<file path="src/rtl/instr_fetch_ctrl_pkg.sv">
// Shared parameters and types for the instruction fetch controller.
// Holds the bus/opcode widths, the controller state encoding and a
// small helper for the wrapping program counter increment.
package instr_fetch_ctrl_pkg;

    localparam int BUS_WIDTH    = 8;
    localparam int OPCODE_WIDTH = 8;

    // Width of the optional stall counter and its saturation value
    localparam int STALL_CNT_WIDTH = 16;
    localparam logic [STALL_CNT_WIDTH-1:0] STALL_CNT_MAX = '1;

    typedef enum logic [1:0] {
        IDLE  = 2'd0,
        FETCH = 2'd1,
        HALT  = 2'd2
    } fetch_state_t;

    // PC increment; the result is truncated to BUS_WIDTH so all ones wraps to 0
    function automatic logic [BUS_WIDTH-1:0] pc_incr(input logic [BUS_WIDTH-1:0] a);
        return a + BUS_WIDTH'(1);
    endfunction

endpackage

</file>
<file path="src/rtl/instr_fetch_ctrl.sv">
// Instruction fetch controller.
// IDLE: program-load port passes writes straight through to the instruction
// memory. FETCH: sequential fetch with stall, jump redirect and halt
// detection. HALT: waits for run to go back to IDLE.
// Optional feature: define FETCH_STALL_COUNT_EN to add the 16-bit stall_cnt
// output counting stalled FETCH cycles (saturating).
module instr_fetch_ctrl
    import instr_fetch_ctrl_pkg::*;
#(
    parameter logic [BUS_WIDTH-1:0]    START_ADDR  = '0,
    parameter logic [OPCODE_WIDTH-1:0] HALT_OPCODE = '1
) (
    input  logic                       clk,
    input  logic                       rst,
    input  logic                       run,
    input  logic                       stall,
    input  logic                       jump_en,
    input  logic [BUS_WIDTH-1:0]       jump_addr,
    input  logic                       ld_valid,
    output logic                       ld_ready,
    input  logic [BUS_WIDTH-1:0]       ld_addr,
    input  logic [OPCODE_WIDTH-1:0]    ld_data,
    output logic [BUS_WIDTH-1:0]       mem_addr,
    output logic                       mem_en,
    output logic                       mem_we,
    output logic [OPCODE_WIDTH-1:0]    mem_wdata,
    input  logic [OPCODE_WIDTH-1:0]    mem_rdata,
    output logic [OPCODE_WIDTH-1:0]    instr,
    output logic                       instr_valid,
    output logic [BUS_WIDTH-1:0]       pc,
`ifdef FETCH_STALL_COUNT_EN
    output logic [STALL_CNT_WIDTH-1:0] stall_cnt,
`endif
    output logic                       halted
);

    fetch_state_t               state;
    fetch_state_t               state_n;
    logic [BUS_WIDTH-1:0]       pc_n;
    logic [OPCODE_WIDTH-1:0]    instr_n;
    logic                       valid_n;
    logic                       halt_issued;
`ifdef FETCH_STALL_COUNT_EN
    logic [STALL_CNT_WIDTH-1:0] stall_cnt_n;
`endif

    // The halt opcode is issued for one cycle before the state moves to HALT
    assign halt_issued = (state == FETCH) && instr_valid && (instr == HALT_OPCODE);
    assign halted      = (state == HALT);

    // State, PC and issued-instruction registers with synchronous reset
    always_ff @(posedge clk) begin
        if (rst) begin
            state       <= IDLE;
            pc          <= START_ADDR;
            instr       <= '0;
            instr_valid <= 1'b0;
`ifdef FETCH_STALL_COUNT_EN
            stall_cnt   <= '0;
`endif
        end else begin
            state       <= state_n;
            pc          <= pc_n;
            instr       <= instr_n;
            instr_valid <= valid_n;
`ifdef FETCH_STALL_COUNT_EN
            stall_cnt   <= stall_cnt_n;
`endif
        end
    end

    // Next-state logic plus memory and load-port outputs
    always_comb begin
        state_n   = state;
        pc_n      = pc;
        instr_n   = instr;
        valid_n   = instr_valid;
        ld_ready  = 1'b0;
        mem_en    = 1'b0;
        mem_we    = 1'b0;
        mem_addr  = pc;
        mem_wdata = '0;
`ifdef FETCH_STALL_COUNT_EN
        stall_cnt_n = stall_cnt;
`endif

        case (state)
            IDLE: begin
                ld_ready = 1'b1;
                valid_n  = 1'b0;
                if (ld_valid) begin
                    mem_en    = 1'b1;
                    mem_we    = 1'b1;
                    mem_addr  = ld_addr;
                    mem_wdata = ld_data;
                end
                if (run) begin
                    state_n = FETCH;
                    pc_n    = START_ADDR;
`ifdef FETCH_STALL_COUNT_EN
                    stall_cnt_n = '0;
`endif
                end
            end

            FETCH: begin
                mem_en = ~stall;
                if (stall) begin
`ifdef FETCH_STALL_COUNT_EN
                    if (stall_cnt != STALL_CNT_MAX) begin
                        stall_cnt_n = stall_cnt + STALL_CNT_WIDTH'(1);
                    end
`endif
                end else if (halt_issued) begin
                    state_n = HALT;
                    valid_n = 1'b0;
                end else if (jump_en) begin
                    pc_n    = jump_addr;
                    valid_n = 1'b0;
                end else begin
                    instr_n = mem_rdata;
                    valid_n = 1'b1;
                    if (mem_rdata != HALT_OPCODE) begin
                        pc_n = pc_incr(pc);
                    end
                end
            end

            HALT: begin
                valid_n = 1'b0;
                if (run) begin
                    state_n = IDLE;
                end
            end

            default: begin
                state_n = IDLE;
                valid_n = 1'b0;
            end
        endcase
    end

endmodule

</file>
<file path="config.mk">
export PLATFORM = sky130hd
export DESIGN_NAME = instr_fetch_ctrl
export DESIGN_NICKNAME = d
export VERILOG_FILES = /design/src/rtl/instr_fetch_ctrl_pkg.sv /design/src/rtl/instr_fetch_ctrl.sv
export SDC_FILE = /design/constraint.sdc
export NUM_CORES = 1
export LEC_CHECK = 0
export BUFFER_PORTS_ARGS = -buffer_cell sky130_fd_sc_hd__buf_2
export CORE_MARGIN = 2
export CORE_UTILIZATION = 35
export CTS_CLUSTER_DIAMETER = 150
export CTS_CLUSTER_SIZE = 8
export DETAILED_ROUTE_END_ITERATION = 8
export PLACE_DENSITY = 0.67
export SYNTH_ARGS = -nofsm -noshare
export SYNTH_HDL_FRONTEND = slang
export SYNTH_SLANG_ARGS = --single-unit
</file>
<file path="constraint.sdc">
create_clock -name clk -period 2.7 [get_ports clk]
set_clock_uncertainty 0.15 [all_clocks]
set_input_delay 0.27 -clock clk [delete_from_list [all_inputs] [get_ports clk]]
set_output_delay 0.27 -clock clk [all_outputs]
set_load 0.005 [all_outputs]
</file>
# After elaboration in Yosys (flattened, before gate mapping)
# Cells that the tools add are included.
# word_totals
register_bits	19
inputBits	38
output_inout_bits	37
wordCells	48
# op_classes
addsub	1
n_eq_ne	10
muxes	21
n_bitwise	4
n_reduce_logical	8
# ops
cell	count
$mux 8	9
$pmux 8 s2	1
$ne 2x2->1 const B	5
$add 8x1->8 const B	1
$eq 8x8->1 const B	1
$mux 2	4
$ne 8x8->1 const B	1
$reduce_and 4->1	2
$pmux 2 s3	1
$mux 1	5
$reduce_and 5->1	1
$not 1->1	4
$ne 3x2->1 const B	1
$eq 2x1->1 const B	1
$eq 2x2->1 const B	1
$logic_and 1x1->1	2
$logic_not 2->1	1
$pmux 1 s2	1
$reduce_bool 2->1	1
$reduce_or 2->1	1

# Logic depth before layout (Yosys ltp)
# Gate-level depths: netlist of the first run.
# logic_depth
depth_word	6
ltp_mapped	7
mapped_depth_nobuf	5

# Worst setup path after synthesis of the first run
# No wires, ideal clock.
# synth_timing
path_kind	register to register
startpoint	register pc[0]
endpoint	register pc[2]
arrival_ns	1.670
t_required_ns	2.488
path_slack_ns	0.817
stages_incl_launch_ff	6
period_less_slack_ns	1.883
cell_sequence	dfxtp_1 -> ha_1 -> and3b_1 -> or4_1 -> or4_1 -> nand3_1
# synth_via
elab_chain_cells	6
# synth_rtl
item	line	rtl
start: declaration	instr_fetch_ctrl.sv:30	output logic [BUS_WIDTH-1:0] pc,
start signal: assignment	instr_fetch_ctrl.sv:63	pc <= pc_n;
$add 8x1->8	instr_fetch_ctrl_pkg.sv:21	return a + BUS_WIDTH'(1);
$mux 8	instr_fetch_ctrl.sv:123	if (mem_rdata != HALT_OPCODE) begin
$mux 8	instr_fetch_ctrl.sv:117	end else if (jump_en) begin
$mux 8	instr_fetch_ctrl.sv:114	end else if (halt_issued) begin
$mux 8	instr_fetch_ctrl.sv:108	if (stall) begin
$pmux 8 s2	instr_fetch_ctrl.sv:87	case (state)
# No other way between the ends. The select of a mux whose other input is x is not followed.
# A chain may end at the register's enable or synchronous reset.

# Worst setup path after layout of the first run
# layout_timing
startpoint	register state[0]
endpoint	output mem_addr[2]
# layout_via
elab_chain_cells	2
# layout_rtl
item	line	rtl
start: declaration	instr_fetch_ctrl.sv:37	fetch_state_t state;
start signal: assignment	instr_fetch_ctrl.sv:62	state <= state_n;
$logic_not 2->1	instr_fetch_ctrl.sv:87	
$mux 8	instr_fetch_ctrl.sv:87	
end: declaration	instr_fetch_ctrl.sv:23	output logic [BUS_WIDTH-1:0] mem_addr,
# No other way between the ends.

==> impl_summary.txt, run 1 <==
----------------------------------------------------
[Status]
  Status ... finished, final reports clean

[Setup path]
  Critical path required time ... 2.28 ns
  Worst EP arrival ... 1.96 ns
  Critical path launch point type ... flip-flop
  Worst stage delay on the critical path ... 0.42 ns
  Cells traversed along the worst timing path ... nor2_1 -> and2_0 -> mux2_2 -> buf_2
  Critical Path Fanout Max ... 10
  Critical-path cell with the highest stage delay ... sky130_fd_sc_hd__and2_0
  Crit Path Category ... reg2out
  Element type at the critical path end ... primary output

[Timing]
  Minimum hold slack ... 0.0718 ns
  Normalized max-slew margin ... 0.606
  Share of the clock period used by the worst path after layout ... 0.883
  Final Hold Violating Endpoints ... 0
  Setup violators final ... 0
  Pin slew with the least headroom to its limit ... 0.585 ns
  Setup repair after global routing missed its margin ... no
  Total negative slack for setup checks ... 0 ns
  Final Critical Period ... 2.38 ns
  Achievable frequency ... 419 MHz
  Final max-slew violation count ... 0

[Final layout]
  Most frequent cells in the layout ... sky130_fd_sc_hd__buf_2 (74), sky130_fd_sc_hd__dfxtp_1 (19), sky130_fd_sc_hd__nor2_1 (12)
  Post-route non-filler standard cell count ... 268
  Layout filler cell count ... 362
  Antenna Cells ... 0
  Most common cell after layout, fill and taps aside ... sky130_fd_sc_hd__buf_2
  Share of final-layout standard cells stronger than drive strength 1 ... 0.387
  Final net count ... 262
  Final Instance Area ... 1650 um2
  Signed area change from the synthesized netlist to the final layout ... 35.1%

[Synth]
  Flip-flop and latch count after synthesis ... 19
  Net count after synthesis ... 189
  Number of warnings issued by yosys ... 0
  Count of flip-flops with a built-in enable after synthesis ... 0
  Post-synthesis average cell area ... 8.12 um2
  Mapped cell area ... 1220 um2
  Dominant synthesized flop cell ... sky130_fd_sc_hd__dfxtp_1
  Mapped Cells ... 150
  Number of distinct standard cells referenced by the synthesized netlist ... 39
  Proportion of synthesized chip area in sequential cells ... 0.312
  Fraction of synthesis flops using an asynchronous set or reset pin ... 0

[GRT]
  Wire length of the first global-routing pass ... 5330 um
  Maximum number of pins on one net before global-route repair ... 21
  Global routing usage summed across all routing layers ... 0.163
  Number of global-route vias before repair ... 1,189
  Antenna violations before repair ... 0
  Final global-route overflow total ... 0

[Clocking]
  Clock Tree Root ... sky130_fd_sc_hd__clkbuf_4
  # resized after CTS ... 0
  Clock-pin slew of the registers on the worst-case setup and hold paths ... 0.11 ns
  Maximum buffer depth of the clock tree ... 2
  Postcts setup bufs ... 0
  Hold-fix buffer count after cts ... 0
  Worst-skew pair later-pin latency ... 0.30 ns
  TritonCTS clock tree ... built
  Total CTS buffers ... 3
  Sinks on the clock net ... 19
  Count of H-tree levels built during CTS ... 1

[Drt]
  Detailed Route Iter0 Violations ... 82
  Met1 WL ... 1490 um
  Via-to-Cell Ratio ... 5.09
  Sum of met2 wire segment lengths after detailed routing ... 1480 um
  Met3 wire length ... 297 um
  Total Wirelength ... 3280 um
  Wire per inst ... 12.2 um
  Total via count in the routed design ... 1,364
  Number of nets still failing antenna checks after routing ... 0
  Residual DRC ... 0
  Iteration count of the initial detailed-routing pass ... 4
  Highest routed layer ... met4

[Placement]
  Detailed-placement wirelength estimate ... 2560 um
  Number of instances in the placed design ... 264
  Post-placement cell area ... 1620 um2
  Final RePlAce weighted congestion ... 0.800
  Count of buffers from port buffering ... 74

[Floorplan]
  Number of rows created at floorplan ... 21
  Initial core utilization ... 0.365
  Die span in x ... 63.0 um
  Count of boundary I/O pins ... 75
  Core Area ... 3340 um2
  Full die area ... 3970 um2
  Die Y ... 63.0 um

[Power and ir drop]
  Static Leak ... 0.000830 uW
  Pwr Density ... 353 nW/um2
  Worst vdd ir ... 0.264 mV

[Run]
  Number of max-cap violations ... 0

[Hold path]
  Worst Hold Class ... in2reg

----------------------------------------------------
-- final timing paths --
kind	startpoint	end	slack [ns]	cells after the start
setup / recovery	state[0]	mem_addr[2]	0.32	4
hold reg to reg	instr_valid	instr_valid	0.34	2
hold / removal	mem_rdata[2]	instr[2]	0.07	3
setup reg to reg	state[0]	pc[6]	0.72	4
-- state kept, by name, summed over array words and instances (netlist names) --
name         flops
instr            8
pc               8
state            2
instr_valid      1
-- worst max-delay path: cells and delay by family (launching register included) --
family,cells,cell delay [ns]
buffers and inverters,1,0.12
flip-flops,1,0.40
AND/OR/NAND/NOR,2,0.78
multiplexers,1,0.38
-- cell type report --
cell class | count | area [um2] | area share
Tap cell | 46 | 57.6 | 0.0350
Inverter | 9 | 33.8 | 0.0205
Timing Repair Buffer | 76 | 385 | 0.234
Multi-Input combinational cell | 114 | 763 | 0.464
Clock buffer | 4 | 26.3 | 0.0160
Sequential cell | 19 | 380 | 0.231
-- through the flow --
step                utilization  total power (uW)  worst slack (ns)
finish                    0.493               582             0.316
global route              0.493               619            0.0858
CTS                       0.493               590             0.293
detailed placement        0.486               445             0.633
global placement          0.486               444             0.676
floorplan                     -               379             0.817
-- synth_stat cells (all sizes together) (4+ instances only) --
library cell	number	share of area
and3	8	0.041
buf	5	0.025
dfxtp	19	0.31
inv	9	0.028
mux2	4	0.037
mux2i	9	0.074
nand2	10	0.031
nand2b	6	0.037
nand3	8	0.033
nor2	12	0.037
nor2b	4	0.021
nor3	5	0.025
o21a	4	0.025
o21ai	9	0.037
o32ai	6	0.049
or4	4	0.025
-- power by group --
group / switching [uW] / internal [uW]
Clock: 86.9 / 57.5
Combinational: 66.5 / 70.9
Sequential: 11.1 / 289
-- per-layer routing --
metal	vias up	GRT usage
li1	699	-
met1	599	0.208
met2	64	0.270
met3	2	0.0523
met4	0	0.0278
met5	-	0
-- cell families after synthesis --
kind of cell	Yosys count	share of synthesized area
AO/OA/AOI/OAI	31	0.185
adder cells (fa/ha/maj)	1	0.0103
multiplexers	13	0.111
XOR/XNOR	2	0.0144
flip-flops	19	0.312
buffers and inverters	17	0.0616
AND/OR/NAND/NOR	67	0.306
Note: power is estimated with default switching activity, not from simulation.
==> run 2, diff against run 1 <==
--- a/config.mk
+++ b/config.mk
@@ -11,7 +11,7 @@
 export CTS_CLUSTER_DIAMETER = 150
 export CTS_CLUSTER_SIZE = 8
 export DETAILED_ROUTE_END_ITERATION = 8
-export PLACE_DENSITY = 0.67
+export PLACE_DENSITY = 0.7
 export SYNTH_ARGS = -nofsm -noshare
 export SYNTH_HDL_FRONTEND = slang
 export SYNTH_SLANG_ARGS = --single-unit
==> constraint.sdc (replaced) <==
create_clock -name clk -period 2.1 [get_ports clk]
set_clock_uncertainty 0.15 [all_clocks]
set_input_delay 0.21 -clock clk [delete_from_list [all_inputs] [get_ports clk]]
set_output_delay 0.21 -clock clk [all_outputs]
set_load 0.005 [all_outputs]
==> run 2 against run 1 <==
Hold slack worse by 0.065 ns. Flip-flop and latch count unchanged. Core utilization up 1.5 points. Sequential power up 29%. Final cell count up 2.2%. Wire length down 5.6%. Critical endpoint is now pc[2]. Largest power group unchanged.
==> impl_summary.txt, run 2 (same netlist as run 1, synthesis figures left out) <==
----------------------------------------------------
[Status]
  Status ... finished, final reports clean

[Placement]
  Post-placement cell area ... 1670 um2 (+2.8%)
  Count of buffers from port buffering ... 74 (unchanged)
  Detailed-placement wirelength estimate ... 2530 um (-1.0%)
  Final RePlAce weighted congestion ... 0.738 (-7.8%)
  Number of instances in the placed design ... 270 (+2.3%)

[Setup path]
  Worst path most repeated cell ... sky130_fd_sc_hd__or4_1
  Critical path required time ... 2.20 ns (-0.08 ns)
  Worst EP arrival ... 2.06 ns (+0.10 ns)
  Critical-path cell with the highest stage delay ... sky130_fd_sc_hd__or4_1
  Family with the most delay on the worst path ... simple AND/OR/NAND/NOR gates
  Element type at the critical path end ... flip-flop
  Worst-case register-to-register setup slack ... 0.14 ns (-0.58 ns)
  Critical Path Fanout Max ... 6 (-4)
  Critical path launch point type ... flip-flop
  Count of buffering cells on the critical path with inverters included ... 0 (-1)
  Crit Path Category ... reg2reg
  Worst stage delay on the critical path ... 0.49 ns (+0.07 ns)
  Cells traversed along the worst timing path ... ha_1 -> and3b_1 -> or4_1 -> or4_1 -> nand3_1

[Floorplan]
  Core Area ... 3340 um2 (unchanged)
  Full die area ... 3970 um2 (unchanged)
  Die Y ... 63.0 um (unchanged)
  Count of boundary I/O pins ... 75 (unchanged)
  Initial core utilization ... 0.365 (unchanged)
  Die span in x ... 63.0 um (unchanged)
  Number of rows created at floorplan ... 21 (unchanged)

[Power and ir drop]
  Pwr Total ... 755 uW (+30%)
  Internal ... 542 uW (+30%)
  Pwr Density ... 445 nW/um2 (+26%)
  Static Leak ... 0.000863 uW (+4.0%)
  Total net switching power ... 213 uW (+30%)
  Net switching fraction of the power ... 0.282 (about the same)
  Clk network pwr share ... 0.245 (-0.003)
  Part of the power in registers ... 0.512 (-0.004)
  Worst vdd ir ... 0.223 mV (-16%)
  Combinational share of power ... 0.243 (+0.007)

[Final layout]
  Signed area change from the synthesized netlist to the final layout ... 39.2%
  Most common cell after layout, fill and taps aside ... sky130_fd_sc_hd__buf_2
  Share of final-layout standard cells stronger than drive strength 1 ... 0.421 (+0.0337)
  Post-route non-filler standard cell count ... 274 (+2.2%)
  Largest registers ranked by flip-flop count ... instr: 8 flops, pc: 8 flops, state: 2 flops
  Antenna Cells ... 0 (unchanged)
  Final Instance Area ... 1700 um2 (+3.0%)
  Most frequent cells in the layout ... sky130_fd_sc_hd__buf_2 (74), sky130_fd_sc_hd__dfxtp_1 (17), sky130_fd_sc_hd__nor2_1 (12)
  Final net count ... 268 (+2.3%)

[Hold path]
  Worst Hold Class ... in2reg

[Clocking]
  Worst-skew pair later-pin latency ... 0.30 ns (about the same)
  Hold-fix buffer count after cts ... 0 (unchanged)
  Maximum buffer depth of the clock tree ... 2 (unchanged)
  Sinks on the clock net ... 19 (unchanged)
  Count of H-tree levels built during CTS ... 1 (unchanged)
  Total CTS buffers ... 3 (unchanged)
  Clock-pin slew of the registers on the worst-case setup and hold paths ... 0.11 ns (about the same)
  Clock Tree Root ... sky130_fd_sc_hd__clkbuf_4
  TritonCTS clock tree ... built

[Timing]
  Share of the clock period used by the worst path after layout ... 0.932
  Final Hold Violating Endpoints ... 0 (unchanged)
  Normalized max-slew margin ... 0.632 (+0.0263)
  Setup violators final ... 0 (unchanged)
  Achievable frequency ... 511 MHz
  Final Critical Period ... 1.96 ns
  Pin slew with the least headroom to its limit ... 0.546 ns (-0.0391 ns)
  Minimum hold slack ... 0.00669 ns (-0.0651 ns)
  Total negative slack for setup checks ... 0 ns (unchanged)
  Setup repair after global routing missed its margin ... no
  Final max-slew violation count ... 0 (unchanged)

[GRT]
  Final global-route overflow total ... 0 (unchanged)
  Number of global-route vias before repair ... 1,236 (+4.0%)
  Wire length of the first global-routing pass ... 5260 um (-1.3%)
  Antenna violations before repair ... 0 (unchanged)
  Maximum number of pins on one net before global-route repair ... 20 (-4.8%)
  Global routing usage summed across all routing layers ... 0.159 (-0.00347)

[Drt]
  Residual DRC ... 0 (unchanged)
  Via-to-Cell Ratio ... 4.97 (-2.3%)
  Detailed Route Iter0 Violations ... 41 (-50%)
  Total Wirelength ... 3090 um (-5.6%)
  Number of nets still failing antenna checks after routing ... 0 (unchanged)
  Total via count in the routed design ... 1,363 (-0.073%)
  Iteration count of the initial detailed-routing pass ... 4 (unchanged)
  Wire per inst ... 11.3 um (-7.7%)

[Run]
  Number of max-cap violations ... 0 (unchanged)

----------------------------------------------------
[run 2: changes by cell type in the layout (fill, tap and decap cells not counted), sizes merged]
cell    change
clkbuf      -1
buf         +6
clkinv      +1
[run 2: power by group through the flow]
stage | Sequential (uW) | Clock (uW) | Combinational, uW
floorplan | 391 | 0 | 96.2
global placement | 394 | 0 | 184
detailed placement | 394 | 0 | 184
CTS | 386 | 193 | 186
global route | 389 | 208 | 206
finish | 386 | 185 | 183
[run 2: per-layer routing]
metal | vias to the layer above | share of wire | global-route usage
li1 | 710 | - | -
met1 | 599 | 0.46 | 0.210
met2 | 50 | 0.46 | 0.255
met3 | 4 | 0.074 | 0.0396
met4 | 0 | 0.0081 | 0.0472
met5 | - | 0 | 0
[run 2: layout make-up]
type	count	area (um2)
clock inverter	1	5.00
clock buffer	3	22.5
sequential	19	383
inverter	9	33.8
tap	46	57.6
timing repair buffer	82	430
fill	352	1640
multi-input combinational	114	764
[run 2: repair_timing]
action	4_1_cts	5_1_grt
setup buffers	0	0
gates resized for setup	2	2
setup endpoints to repair	7	6
endpoints found under the hold margin	0	0
[run 2: stage by stage]
step	setup WS [ns]	utilization
4_1_cts	0.0672	0.508
5_1_grt	0.0209	0.508
3_3_place_gp	0.174	0.499
2_1_floorplan	0.217	-
6_report	0.142	0.508
3_5_place_dp	0.155	0.499
[run 2: path summary, 6_finish.rpt]
kind                                    from           to  depth (start not counted)
worst max-delay path                   pc[0]        pc[2]                          5
worst min-delay path            mem_rdata[3]     instr[3]                          3
worst min register to register   instr_valid  instr_valid                          2
worst max register to register         pc[0]        pc[2]                          5
[run 2: tightest hold or removal path, cell delays in order]
cell and delay [ns]:
sky130_fd_sc_hd__buf_2 0.08, sky130_fd_sc_hd__mux2i_1 0.06, sky130_fd_sc_hd__nor2_1 0.07
==> run 3, diff against run 2 <==
--- a/config.mk
+++ b/config.mk
@@ -5,6 +5,7 @@
 export SDC_FILE = /design/constraint.sdc
 export NUM_CORES = 1
 export LEC_CHECK = 0
+export ABC_AREA = 1
 export BUFFER_PORTS_ARGS = -buffer_cell sky130_fd_sc_hd__buf_2
 export CORE_MARGIN = 2
 export CORE_UTILIZATION = 35
==> run 3 against run 2 <==
Core utilization down 1.7 points. Final cell count up 16%. Via count up 6.2%. Sequential share of layout area up 0.46 points. Worst setup slack better by 0.16 ns. Global-route usage up 0.44 points. Critical endpoint is now mem_addr[7]. Largest cell class unchanged.
==> impl_summary.txt, run 3 <==
----------------------------------------------------
[Clocking]
  TritonCTS clock tree ... built
  Total CTS buffers ... 3 (unchanged)
  Hold-fix buffer count after cts ... 0 (unchanged)
  Worst-skew pair later-pin latency ... 0.31 ns (about the same)
  Clock Tree Root ... sky130_fd_sc_hd__clkbuf_4
  Count of H-tree levels built during CTS ... 1 (unchanged)
  Sinks on the clock net ... 19 (unchanged)
  Clock-pin slew of the registers on the worst-case setup and hold paths ... 0.11 ns (about the same)
  Postcts setup bufs ... 0 (unchanged)
  Maximum buffer depth of the clock tree ... 2 (unchanged)
  # resized after CTS ... 0 (-2)

[Synth]
  Synth top area cells ... sky130_fd_sc_hd__dfxtp_1 (31%), sky130_fd_sc_hd__nand2_1 (16%), sky130_fd_sc_hd__nor2_1 (12%)
  Count leader, synth ... sky130_fd_sc_hd__nand2_1
  Proportion of synthesized chip area in sequential cells ... 0.310 (-0.00191)
  Mapped Cells ... 200 (+33%)
  Count of flip-flops with a built-in enable after synthesis ... 0 (unchanged)
  Portion of synthesized cell area occupied by the leading cell type ... 0.310 (-0.00191)
  Multiplexer share of the synthesized area ... 0 (-0.111)
  Fraction of synthesis flops using an asynchronous set or reset pin ... 0 (unchanged)
  Combinational family with the most area after synthesis ... simple AND/OR/NAND/NOR gates
  Xor-xnor portion of the synthesized cell area ... 0.0143 (-0.0000880)
  Number of warnings issued by yosys ... 0 (unchanged)
  Arithmetic-cell share of the synthesized area counting full adders, half adders and majority gates ... 0.0102 (-0.0000629)
  Mapped cell area ... 1230 um2 (+0.62%)
  Area fraction in compound gates after synthesis ... 0.145 (-0.0399)
  Dominant synthesized flop cell ... sky130_fd_sc_hd__dfxtp_1
  Number of distinct standard cells referenced by the synthesized netlist ... 26 (-33%)
  Simple-Gate Fraction of Synth Area ... 0.433 (+0.127)
  Post-synthesis average cell area ... 6.13 um2 (-25%)
  Flip-flop and latch count after synthesis ... 19 (unchanged)
  Net count after synthesis ... 239 (+26%)
  Most frequent cells after synthesis ... sky130_fd_sc_hd__nand2_1 (53), sky130_fd_sc_hd__nor2_1 (38), sky130_fd_sc_hd__dfxtp_1 (19), sky130_fd_sc_hd__o21ai_0 (15), sky130_fd_sc_hd__inv_1 (14)
  Yosys top cell by area ... sky130_fd_sc_hd__dfxtp_1

[Setup path]
  Worst stage delay on the critical path ... 0.37 ns (-0.12 ns)
  Critical path required time ... 1.74 ns (-0.46 ns)
  Worst path most repeated cell ... sky130_fd_sc_hd__inv_2
  Critical Path Fanout Max ... 15 (+9)
  Critical-path cell with the highest stage delay ... sky130_fd_sc_hd__dfxtp_1
  Critical path launch point type ... flip-flop
  Worst-case register-to-register setup slack ... 0.48 ns (+0.34 ns)
  Cells traversed along the worst timing path ... inv_2 -> nand2_4 -> inv_4 -> nand2_2 -> inv_2 -> nand2_1 -> o21ai_1 -> buf_2
  Crit Path Category ... reg2out
  Element type at the critical path end ... primary output
  Worst EP arrival ... 1.44 ns (-0.62 ns)

[Timing]
  Final max-slew violation count ... 0 (unchanged)
  Share of the clock period used by the worst path after layout ... 0.856 (-0.0762)
  Pin slew with the least headroom to its limit ... 0.311 ns (-0.235 ns)
  Total negative slack for setup checks ... 0 ns (unchanged)
  Setup WS post-layout ... 0.302 ns (+0.160 ns)
  Achievable frequency ... 556 MHz (+8.9%)
  Setup violators final ... 0 (unchanged)
  Final Hold Violating Endpoints ... 0 (unchanged)
  Setup repair after global routing missed its margin ... no
  Final Critical Period ... 1.80 ns (-0.160 ns)
  Normalized max-slew margin ... 0.792 (+0.159)

[Power and ir drop]
  Static Leak ... 0.000846 uW (-2.0%)
  Pwr Density ... 558 nW/um2 (+25%)
  Worst vdd ir ... 0.331 mV (+48%)

[Final layout]
  Signed area change from the synthesized netlist to the final layout ... 34.7%
  Most common cell after layout, fill and taps aside ... sky130_fd_sc_hd__buf_2
  Final net count ... 313 (+17%)
  Antenna Cells ... 0 (unchanged)
  Largest registers ranked by flip-flop count ... instr: 8 flops, pc: 8 flops, state: 2 flops
  Layout filler cell count ... 382 (+8.5%)
  Share of final-layout standard cells stronger than drive strength 1 ... 0.352 (-0.0694)
  Most frequent cells in the layout ... sky130_fd_sc_hd__buf_2 (74), sky130_fd_sc_hd__nand2_1 (53), sky130_fd_sc_hd__nor2_1 (38)

[Status]
  Status ... finished, final reports clean

[Run]
  Number of max-cap violations ... 0 (unchanged)

[Drt]
  Number of nets still failing antenna checks after routing ... 0 (unchanged)
  Wire per inst ... 10.2 um (-9.4%)
  Via-to-Cell Ratio ... 4.54 (-8.8%)
  Detailed Route Iter0 Violations ... 49 (+20%)
  Total Wirelength ... 3260 um (+5.5%)
  Residual DRC ... 0 (unchanged)
  Iteration count of the initial detailed-routing pass ... 4 (unchanged)
  Total via count in the routed design ... 1,448 (+6.2%)

[Floorplan]
  Die span in x ... 63.2 um (+0.29%)
  Full die area ... 3990 um2 (+0.59%)
  Count of boundary I/O pins ... 75 (unchanged)
  Core Area ... 3360 um2 (+0.79%)
  Initial core utilization ... 0.365 (-0.000621)
  Number of rows created at floorplan ... 21 (unchanged)
  Die Y ... 63.2 um (+0.29%)

[GRT]
  Antenna violations before repair ... 0 (unchanged)
  Global routing usage summed across all routing layers ... 0.164 (+0.00437)
  Number of global-route vias before repair ... 1,198 (-3.1%)
  Final global-route overflow total ... 0 (unchanged)
  Maximum number of pins on one net before global-route repair ... 16 (-20%)
  Wire length of the first global-routing pass ... 5360 um (+1.8%)

[Placement]
  Count of buffers from port buffering ... 74 (unchanged)
  Detailed-placement wirelength estimate ... 2570 um (+1.5%)
  Final RePlAce weighted congestion ... 0.812 (+10%)
  Placement-stage worst setup slack ... 0.511 ns (+0.357 ns)

[Hold path]
  Worst Hold Class ... in2reg

----------------------------------------------------
## run 3: changes by cell type after synthesis, moves of 5 or more
cell / delta
sky130_fd_sc_hd__a21oi_1: +9
sky130_fd_sc_hd__and3_1: -8
sky130_fd_sc_hd__nor2_1: +26
sky130_fd_sc_hd__inv_1: +5
sky130_fd_sc_hd__o21ai_1: +7
sky130_fd_sc_hd__nand2_1: +43
sky130_fd_sc_hd__mux2i_1: -9
sky130_fd_sc_hd__o32ai_1: -5
sky130_fd_sc_hd__o21ai_0: +6
sky130_fd_sc_hd__nand2b_1: -5
## run 3: kinds of logic after synthesis
logic type               after synthesis
AO/OA/AOI/OAI                         35
XOR/XNOR                               2
adder cells (fa/ha/maj)                1
buffers and inverters                 25
flip-flops                            19
AND/OR/NAND/NOR                      118
## run 3: power by group
part	total, uW	leakage, uW	internal (uW)	switching [uW]
combinational	318	0.000677	134	184
sequential	410	0.000154	385	25.2
clock	194	0.0000150	74.3	119
## run 3: worst max-delay path: cells and delay by family (launching register included)
family	cells	cell delay, ns
DFF	1	0.37
AOI/OAI and AO/OA	1	0.07
buffers and inverters	4	0.45
and+or+nand+nor	3	0.22
## run 3: layout make-up
| type | count | area, um2 | area share |
|---|---|---|---|
| Clock buffer | 4 | 26.3 | 0.0159 |
| Inverter | 20 | 78.8 | 0.0477 |
| Multi-Input combinational cell | 156 | 738 | 0.447 |
| Sequential cell | 19 | 380 | 0.230 |
| Tap cell | 46 | 57.6 | 0.0348 |
| Timing Repair Buffer | 74 | 370 | 0.224 |
## run 3: stage by stage
step	util	cell area (um2)	instances	power, uW	hold slack (ns)
final	0.491	1650	319	921	0.0191
after global routing	0.491	1650	319	990	0.0184
after CTS	0.491	1650	319	930	0.0163
after detailed placement	0.483	1630	315	739	0.319
after global placement	0.483	1630	315	738	0.315
after floorplan	-	1230	200	613	0.223
## run 3: per-layer routing
metal,vias to the layer above,track usage,part of all wire
li1,777,-,-
met4,0,0.0652,0.014
met2,58,0.249,0.44
met1,609,0.235,0.46
met5,-,0,0
met3,4,0.0196,0.081
## run 3: worst paths after layout
| check | end | from | depth (start not counted) |
|---|---|---|---|
| max | mem_addr[7] | state[0] | 8 |
| min | instr[3] | mem_rdata[3] | 3 |
| max reg2reg | instr[5] | state[0] | 7 |
| min reg2reg | instr[4] | instr[4] | 2 |
